**config.mk**
```make
export PLATFORM = sky130hd
export DESIGN_NAME = seq_divider
export DESIGN_NICKNAME = d
export VERILOG_FILES = /design/src/rtl/seq_divider.sv
export SDC_FILE = /design/constraint.sdc
export NUM_CORES = 1
export LEC_CHECK = 0
export BUFFER_PORTS_ARGS = -buffer_cell sky130_fd_sc_hd__buf_2
export CAP_MARGIN = 25
export CORE_ASPECT_RATIO = 0.75
export CORE_UTILIZATION = 55
export CTS_CLUSTER_DIAMETER = 60
export DETAILED_ROUTE_END_ITERATION = 6
export GPL_TIMING_DRIVEN = 0
export PLACE_DENSITY_LB_ADDON = 0.2
export SLEW_MARGIN = 15
export SYNTH_ARGS = -nofsm -noshare
export SYNTH_HDL_FRONTEND = slang
export SYNTH_SLANG_ARGS = --single-unit
```
**constraint.sdc**
```tcl
create_clock -name clk -period 8.9 [get_ports clk]
set_input_delay 0.89 -clock clk [delete_from_list [all_inputs] [get_ports clk]]
set_output_delay 0.89 -clock clk [all_outputs]
set_load 0.1 [all_outputs]
```
**src/rtl/seq_divider.sv**
```systemverilog
// seq_divider: handshaked radix-2 restoring integer divider producing one quotient
// bit per cycle, with per-request signed/unsigned mode and divide-by-zero/overflow flags.
module seq_divider #(
  parameter int WIDTH = 32
) (
  input  logic             clk,
  input  logic             rst_n,
  input  logic             in_valid,
  output logic             in_ready,
  input  logic [WIDTH-1:0] dividend,
  input  logic [WIDTH-1:0] divisor,
  input  logic             signed_mode,
  output logic             out_valid,
  input  logic             out_ready,
  output logic [WIDTH-1:0] quotient,
  output logic [WIDTH-1:0] remainder,
  output logic             div_by_zero,
  output logic             overflow
);

  localparam int CNT_W = $clog2(WIDTH + 1);
  localparam logic [WIDTH-1:0] MOST_NEG = {1'b1, {(WIDTH-1){1'b0}}};

  typedef enum logic [1:0] {
    IDLE,
    CALC,
    DONE
  } state_e;

  state_e           state_q,     state_d;
  logic             in_ready_q,  in_ready_d;
  logic             out_valid_q, out_valid_d;
  logic [WIDTH-1:0] quotient_q,  quotient_d;
  logic [WIDTH-1:0] remainder_q, remainder_d;
  logic             dbz_q,       dbz_d;
  logic             ovf_q,       ovf_d;

  // Working registers: partial remainder, dividend magnitude that shifts left and
  // fills with quotient bits, divisor magnitude, sign fixups and pending flags.
  logic [WIDTH-1:0] prem_q,      prem_d;
  logic [WIDTH-1:0] qacc_q,      qacc_d;
  logic [WIDTH-1:0] dvs_q,       dvs_d;
  logic             qneg_q,      qneg_d;
  logic             rneg_q,      rneg_d;
  logic             dbz_pend_q,  dbz_pend_d;
  logic             ovf_pend_q,  ovf_pend_d;
  logic [CNT_W-1:0] cnt_q,       cnt_d;

  logic             accept;
  logic             dvd_neg;
  logic             dvs_neg;
  logic [WIDTH-1:0] dvd_mag;
  logic [WIDTH-1:0] dvs_mag;
  logic [WIDTH:0]   shifted;
  logic [WIDTH:0]   trial;

  assign accept  = in_valid && in_ready_q;
  assign dvd_neg = signed_mode && dividend[WIDTH-1];
  assign dvs_neg = signed_mode && divisor[WIDTH-1];
  assign dvd_mag = dvd_neg ? -dividend : dividend;
  assign dvs_mag = dvs_neg ? -divisor  : divisor;

  // shifted < 2*divisor, so the WIDTH+1-bit difference has a reliable sign bit.
  assign shifted = {prem_q, qacc_q[WIDTH-1]};
  assign trial   = shifted - {1'b0, dvs_q};

  always_comb begin
    // NOTE: every *_d defaults to its *_q first, so no path can infer a latch.
    state_d     = state_q;
    in_ready_d  = in_ready_q;
    out_valid_d = out_valid_q;
    quotient_d  = quotient_q;
    remainder_d = remainder_q;
    dbz_d       = dbz_q;
    ovf_d       = ovf_q;
    prem_d      = prem_q;
    qacc_d      = qacc_q;
    dvs_d       = dvs_q;
    qneg_d      = qneg_q;
    rneg_d      = rneg_q;
    dbz_pend_d  = dbz_pend_q;
    ovf_pend_d  = ovf_pend_q;
    cnt_d       = cnt_q;

    case (state_q)
      IDLE: begin
        if (accept) begin
          state_d    = CALC;
          in_ready_d = 1'b0;
          if (divisor == '0) begin
            // Zero divisor skips the iterations: the result is staged so the
            // common load step in CALC publishes it one edge after accept.
            dbz_pend_d = 1'b1;
            ovf_pend_d = 1'b0;
            prem_d     = dividend;
            qacc_d     = '1;
            dvs_d      = '0;
            qneg_d     = 1'b0;
            rneg_d     = 1'b0;
            cnt_d      = '0;
          end else begin
            dbz_pend_d = 1'b0;
            ovf_pend_d = signed_mode && (dividend == MOST_NEG) && (divisor == '1);
            prem_d     = '0;
            qacc_d     = dvd_mag;
            dvs_d      = dvs_mag;
            qneg_d     = dvd_neg ^ dvs_neg;
            rneg_d     = dvd_neg;
            cnt_d      = CNT_W'(WIDTH);
          end
        end
      end

      CALC: begin
        if (cnt_q != '0) begin
          prem_d = trial[WIDTH] ? shifted[WIDTH-1:0] : trial[WIDTH-1:0];
          qacc_d = {qacc_q[WIDTH-2:0], ~trial[WIDTH]};
          cnt_d  = cnt_q - CNT_W'(1);
        end else begin
          state_d     = DONE;
          out_valid_d = 1'b1;
          quotient_d  = qneg_q ? -qacc_q : qacc_q;
          remainder_d = rneg_q ? -prem_q : prem_q;
          dbz_d       = dbz_pend_q;
          ovf_d       = ovf_pend_q;
        end
      end

      DONE: begin
        if (out_ready) begin
          state_d     = IDLE;
          out_valid_d = 1'b0;
          in_ready_d  = 1'b1;
        end
      end

      default: begin
        state_d     = IDLE;
        in_ready_d  = 1'b1;
        out_valid_d = 1'b0;
      end
    endcase
  end

  // NOTE: sequential state uses non-blocking assignments only, so every flop
  // samples the pre-edge values of the others.
  always_ff @(posedge clk or negedge rst_n) begin
    if (!rst_n) begin
      state_q     <= IDLE;
      in_ready_q  <= 1'b1;
      out_valid_q <= 1'b0;
      quotient_q  <= '0;
      remainder_q <= '0;
      dbz_q       <= 1'b0;
      ovf_q       <= 1'b0;
      prem_q      <= '0;
      qacc_q      <= '0;
      dvs_q       <= '0;
      qneg_q      <= 1'b0;
      rneg_q      <= 1'b0;
      dbz_pend_q  <= 1'b0;
      ovf_pend_q  <= 1'b0;
      cnt_q       <= '0;
    end else begin
      state_q     <= state_d;
      in_ready_q  <= in_ready_d;
      out_valid_q <= out_valid_d;
      quotient_q  <= quotient_d;
      remainder_q <= remainder_d;
      dbz_q       <= dbz_d;
      ovf_q       <= ovf_d;
      prem_q      <= prem_d;
      qacc_q      <= qacc_d;
      dvs_q       <= dvs_d;
      qneg_q      <= qneg_d;
      rneg_q      <= rneg_d;
      dbz_pend_q  <= dbz_pend_d;
      ovf_pend_q  <= ovf_pend_d;
      cnt_q       <= cnt_d;
    end
  end

  assign in_ready    = in_ready_q;
  assign out_valid   = out_valid_q;
  assign quotient    = quotient_q;
  assign remainder   = remainder_q;
  assign div_by_zero = dbz_q;
  assign overflow    = ovf_q;

endmodule
```
-- Word-level counts from Yosys, hierarchy flattened
Index checks and enable logic that the tools add are counted.
- output and inout bits: 68
- input bits: 69
- register bits: 176
- eq/ne operators: 8
- bitwise logic cells: 5
- $add $sub $neg: 6
- mux-type cells: 32
- reduce and logical (&&, ||, !) cells: 15
- operators with widths (kind ; count):
    2-to-1 mux 32 bit ; 12
    negator 32 bit ; 4
    one-hot mux 32 bit (2 select lines) ; 2
    == test 32 bit (second input constant) ; 2
    subtractor 33 x 32 -> 33 bit ; 1
    logical NOT 32 bit ; 1
    2-to-1 mux 6 bit ; 3
    one-hot mux 6 bit (2 select lines) ; 1
    AND reduction 3 bit ; 4
    2-to-1 mux 1 bit ; 8
    inequality test 2 bit (second input constant) ; 4
    2-to-1 mux 2 bit ; 3
    one-hot mux 1 bit (3 select lines) ; 2
    one-hot mux 2 bit (3 select lines) ; 1
    nonzero test 6 bit ; 1
    subtractor 6 x 1 -> 6 bit (second input constant) ; 1
    logical AND 1 bit ; 5
    inverter 1 bit ; 4
    AND reduction 2 bit ; 2
    == test 2 x 1 -> 1 bit (second input constant) ; 1
    == test 2 bit (second input constant) ; 1
    logical NOT 2 bit ; 1
    nonzero test 2 bit ; 1
    XOR 1 bit ; 1

-- Depth between registers and ports, before layout
- word-level depth: 5
- gate-level depth with buffers: 13
- depth with buffers taken out: 12

-- Worst setup path before layout
Ideal clock, no wire load.
- path kind: input port to flip-flop
- start: input dividend[6]
- end: register qacc_q[22]
- arrival: 2.819 ns
- library setup time: 0.137 ns
- cell stages on the path: 9
- setup slack: 5.944 ns
- cell sequence: or4_4 -> nor4_2 -> nand2_1 -> or4_1 -> nor2_1 -> a31oi_1 -> xor2_1 -> o22ai_1 -> a21oi_1
- longest elaborated chain between the ends: 5
- ends and longest elaborated chain (what ; RTL line ; RTL):
    start: declaration ; 10 ; input logic [WIDTH-1:0] dividend,
    negator 32 bit ; 60 ; assign dvd_mag = dvd_neg ? -dividend : dividend;
    2-to-1 mux 32 bit ; 60 ;
    2-to-1 mux 32 bit ; 90 ; if (divisor == '0) begin
    2-to-1 mux 32 bit ; 87 ; if (accept) begin
    one-hot mux 32 bit (2 select lines) ; 85 ; case (state_q)
    end signal: assignment ; 173 ; qacc_q <= qacc_d;
    end: declaration ; 41 ; logic [WIDTH-1:0] qacc_q, qacc_d;
No other way between the ends. The select of a mux whose other input is x is not followed.
A chain may end at the register's enable or synchronous reset.

-- Worst setup path in the final report
- start: input divisor[0]
- end: register prem_q[12]
- longest elaborated chain between the ends: 4
- ends and longest elaborated chain (what ; RTL line ; RTL):
    start: declaration ; 11 ; input logic [WIDTH-1:0] divisor,
    logical NOT 32 bit ; 90 ;
    2-to-1 mux 32 bit ; 90 ;
    2-to-1 mux 32 bit ; 87 ;
    one-hot mux 32 bit (2 select lines) ; 85 ;
    end signal: assignment ; 172 ; prem_q <= prem_d;
    end: declaration ; 40 ; logic [WIDTH-1:0] prem_q, prem_d;
No other way between the ends. The select of a mux whose other input is x is not followed.

==> impl_metrics.yaml <==
clocking:
  cts_tree: "built"
  clock-sinks: 176
  clk_latency_ns: 0.44
  cts_buffer_depth: 2
  clk_pin_slew_ns: 0.08
  cts-root-buf: "clkbuf_16"
  htreeDepth: 4
  numCtsBuffers: 17
  cts_setup_buffers: 0
  cts_resized: 0
  cts_hold_buf: 0
synthesis:
  synth_compound_area_share_pct: 23.31
  avgSynthCellArea_um2: 8.322
  synth-simple-area-share_pct: 19.31
  yosysSeqAreaShare_pct: 36.97
  yosysWarningCount: 0
  ys_types: 82
  synth_top_family_by_area: "compound AO/OA/AOI/OAI gates"
  async_flop_share_pct: 100.0
  syn-num-nets: 1541
  netlist_area_um2: 11920
  synth-edff-count: 0
  ys_ff_latch: 176
  syn_inst: 1432
  synthMuxAreaShare_pct: 0.6930
  ys.flop_type: "dfrtp_1"
  synth_area_leader_cell: "dfrtp_1"
  synth_area_leaders: "dfrtp_1 37%, xor2_1 6.7%, o21ai_0 6.0%, nand2_1 5.4%, a21oi_1 5.3%"
  yosysTopAreaCellShare_pct: 36.75
  synthAdderAreaFrac_pct: 4.263
  synth_xor_area_share_pct: 10.78
finish:
  syn2layout_area_growth_pct: 14.15
  final.fill_count: 1934
  final_cells: 1888
  n_antenna_cell: 0
  final_util_pct: 64.23
  layout-drive-gt1-share_pct: 13.75
  final_area_um2: 13600
  finalNetCount: 1696
  final_cell_mix: "175 x dfrtp_1, 173 x nand2_1, 150 x buf_2"
  mostFrequentLayoutCell: "dfrtp_1"
power:
  pwr-share-comb_pct: 61.9
  power_switching_mw: 3.367
  p_leak_nw: 5.824
  vdd_drop_max_v: 0.0001674
  pwr_density_cell_nw_per_um2: 443.5
  seqPwrFrac_pct: 24.9
  clkPwrFrac_pct: 13.2
  sw_frac_of_total_pct: 55.81
  power.total_mw: 6.033
  p_int_mw: 2.666
grt:
  grt_pass1_wl_um: 59060
  grt_max_degree: 97
  grt_overflow: 0
  grt_antenna_before_repair: 0
  grt_use_total_pct: 35.24
  grt_pass1_vias: 10387
placement:
  dpl-instance-area_um2: 12990
  gp_congestion: 1.002
  place_ws_ns: 4.946
  placedCellCount: 1856
  io_buffers: 135
  place_hpwl_um: 30290
setup_path:
  worstSetupPathType: "input pin to flip-flop"
  rrSetupSlack_ns: 5.32
  regToRegEndpoint: "prem_q[22]$_DFFE_PN0P_"
  cp_data_arrival_time_ns: 4.00
  cp-start-kind: "input pin"
  r2r_cells: 12
  critPathRequiredTime_ns: 9.26
  cpMostUsedCell: "buf_2"
  cpPeakStageDelay_ns: 0.60
  crit_chain: "buf_2 > inv_1 > ha_1 > inv_1 > nor4_2 > nand4_1 > nor4_1 > buf_2 > buf_2 > a21oi_1 > a21oi_1"
  timing.rr.start: "qacc_q[31]$_DFFE_PN0P_"
  path_max_fanout: 10
  worst_setup_path_end_kind: "flip-flop"
  critPathSlowestCell: "nor4_1"
sta:
  fin_tns_setup_ns: 0
  drv_slew: 0
  setup_slack_ns: 5.259
  tightest_slew_ns: 1.061
  rsz0062_at_grt: "no"
  slew_headroom_pct: 28.70
  fmax_mhz: 274.6
  hold_viol: 0
  period_needed_ns: 3.642
  hold_slack_ns: 0.4748
  setup_viol_count_final: 0
  fin_crit_sh_pct: 40.92
  fin_skew_ns: 0.01216
floorplan:
  core_area_um2: 21180
  pin_count: 137
  die_area_um2: 22270
  dieWidth_um: 172.0
  die_h_um: 129.5
  start_util_pct: 56.26
  rows: 46
drt:
  vias: 11674
  drt_iter0_markers: 1272
  wirelength_um: 39110
  postRouteAntennaNets: 0
  firstDrtPassIters: 7
  drt-wirelength-per-cell_um: 20.71
  drc_errors: 4
  avgViaCountPerCell: 6.183
min_path:
  hp-class: "input pin to async pin"
job:
  maxCapViolations: 0
run_status:
  violations: "design-rule violations"
  outcome: "complete, but fails checks"
area by class of cell:
cell class                 count  area (um2)  area share, %
multi-input combinational   1113        6954          51.12
sequential                   176        4405          32.39
timing repair buffer         136       713.2          5.243
clock buffer                  18       429.2          3.155
tap                          288       360.3          2.649
buffer                        82       327.8          2.410
inverter                      61       229.0          1.683
clock inverter                14       183.9          1.352
logic make-up (layout without fill, tap and decap cells):
| kind of cell | count (synthesis) | after routing |
|---|---|---|
| flip-flops | 176 | 176 |
| AND/OR/NAND/NOR | 464 | 464 |
| buffers and inverters | 143 | 311 |
| XOR/XNOR | 145 | 145 |
| multiplexers | 8 | 8 |
| adder cells (fa/ha/maj) | 40 | 40 |
| AO/OA/AOI/OAI | 456 | 456 |
critical path: cells and delay by family:
family / cells / cell delay [ns]
adder cells (fa/ha/maj): 1 / 0.22
AND/OR/NAND/NOR: 3 / 1.55
buffers and inverters: 5 / 0.98
AO/OA/AOI/OAI: 2 / 0.35
worst max path at each step:
stage                           startpoint                        to  depth (start not counted)
floorplan                      dividend[6]    qacc_q[22]$_DFFE_PN0P_                          9
global placement                     rst_n  quotient[15]$_DFFE_PN0P_                          1
finish                          divisor[0]    prem_q[12]$_DFFE_PN0P_                         11
detailed placement              divisor[0]    prem_q[13]$_DFFE_PN0P_                         11
global route                    divisor[0]    prem_q[12]$_DFFE_PN0P_                         11
CTS                 qacc_q[31]$_DFFE_PN0P_    prem_q[22]$_DFFE_PN0P_                         12
synth_stat cells (all sizes together), types with 15 or more instances:
master  number
dfrtp      175
nand2      173
o21ai      169
a21oi      126
xor2        92
nor2        89
clkbuf      61
inv         61
xnor2       53
nor3        49
ha          39
o31ai       30
a31oi       28
or3         26
buf         21
nand3       20
o22ai       18
nand4       16
nand2b      15
nor4        15
o41ai       15
layer usage:
layer | track usage [%] | part of all wire [%] | wire [um]
met2 | 49.38 | 41 | 16000
met1 | 53.64 | 46 | 17900
met3 | 7.911 | 11 | 4351
met4 | 10.10 | 2.2 | 855
met5 | 0 | 0 | 0
sequential cells by signal, summed over array words and instances (netlist names), 2 cells and up:
register   count
dvs_q         32
qacc_q        32
quotient      32
state_q        2
cnt_q          6
prem_q        32
remainder     32
power by group through the flow:
stage / Sequential (mW) / Clock [mW] / Combinational (mW)
finish: 1.50 / 0.797 / 3.73
global route: 1.54 / 0.826 / 4.03
CTS: 1.49 / 0.796 / 3.68
detailed placement: 1.50 / 0 / 3.65
global placement: 1.49 / 0 / 3.61
floorplan: 2.06 / 0 / 2.13
Note: power is estimated with default switching activity, not from simulation.
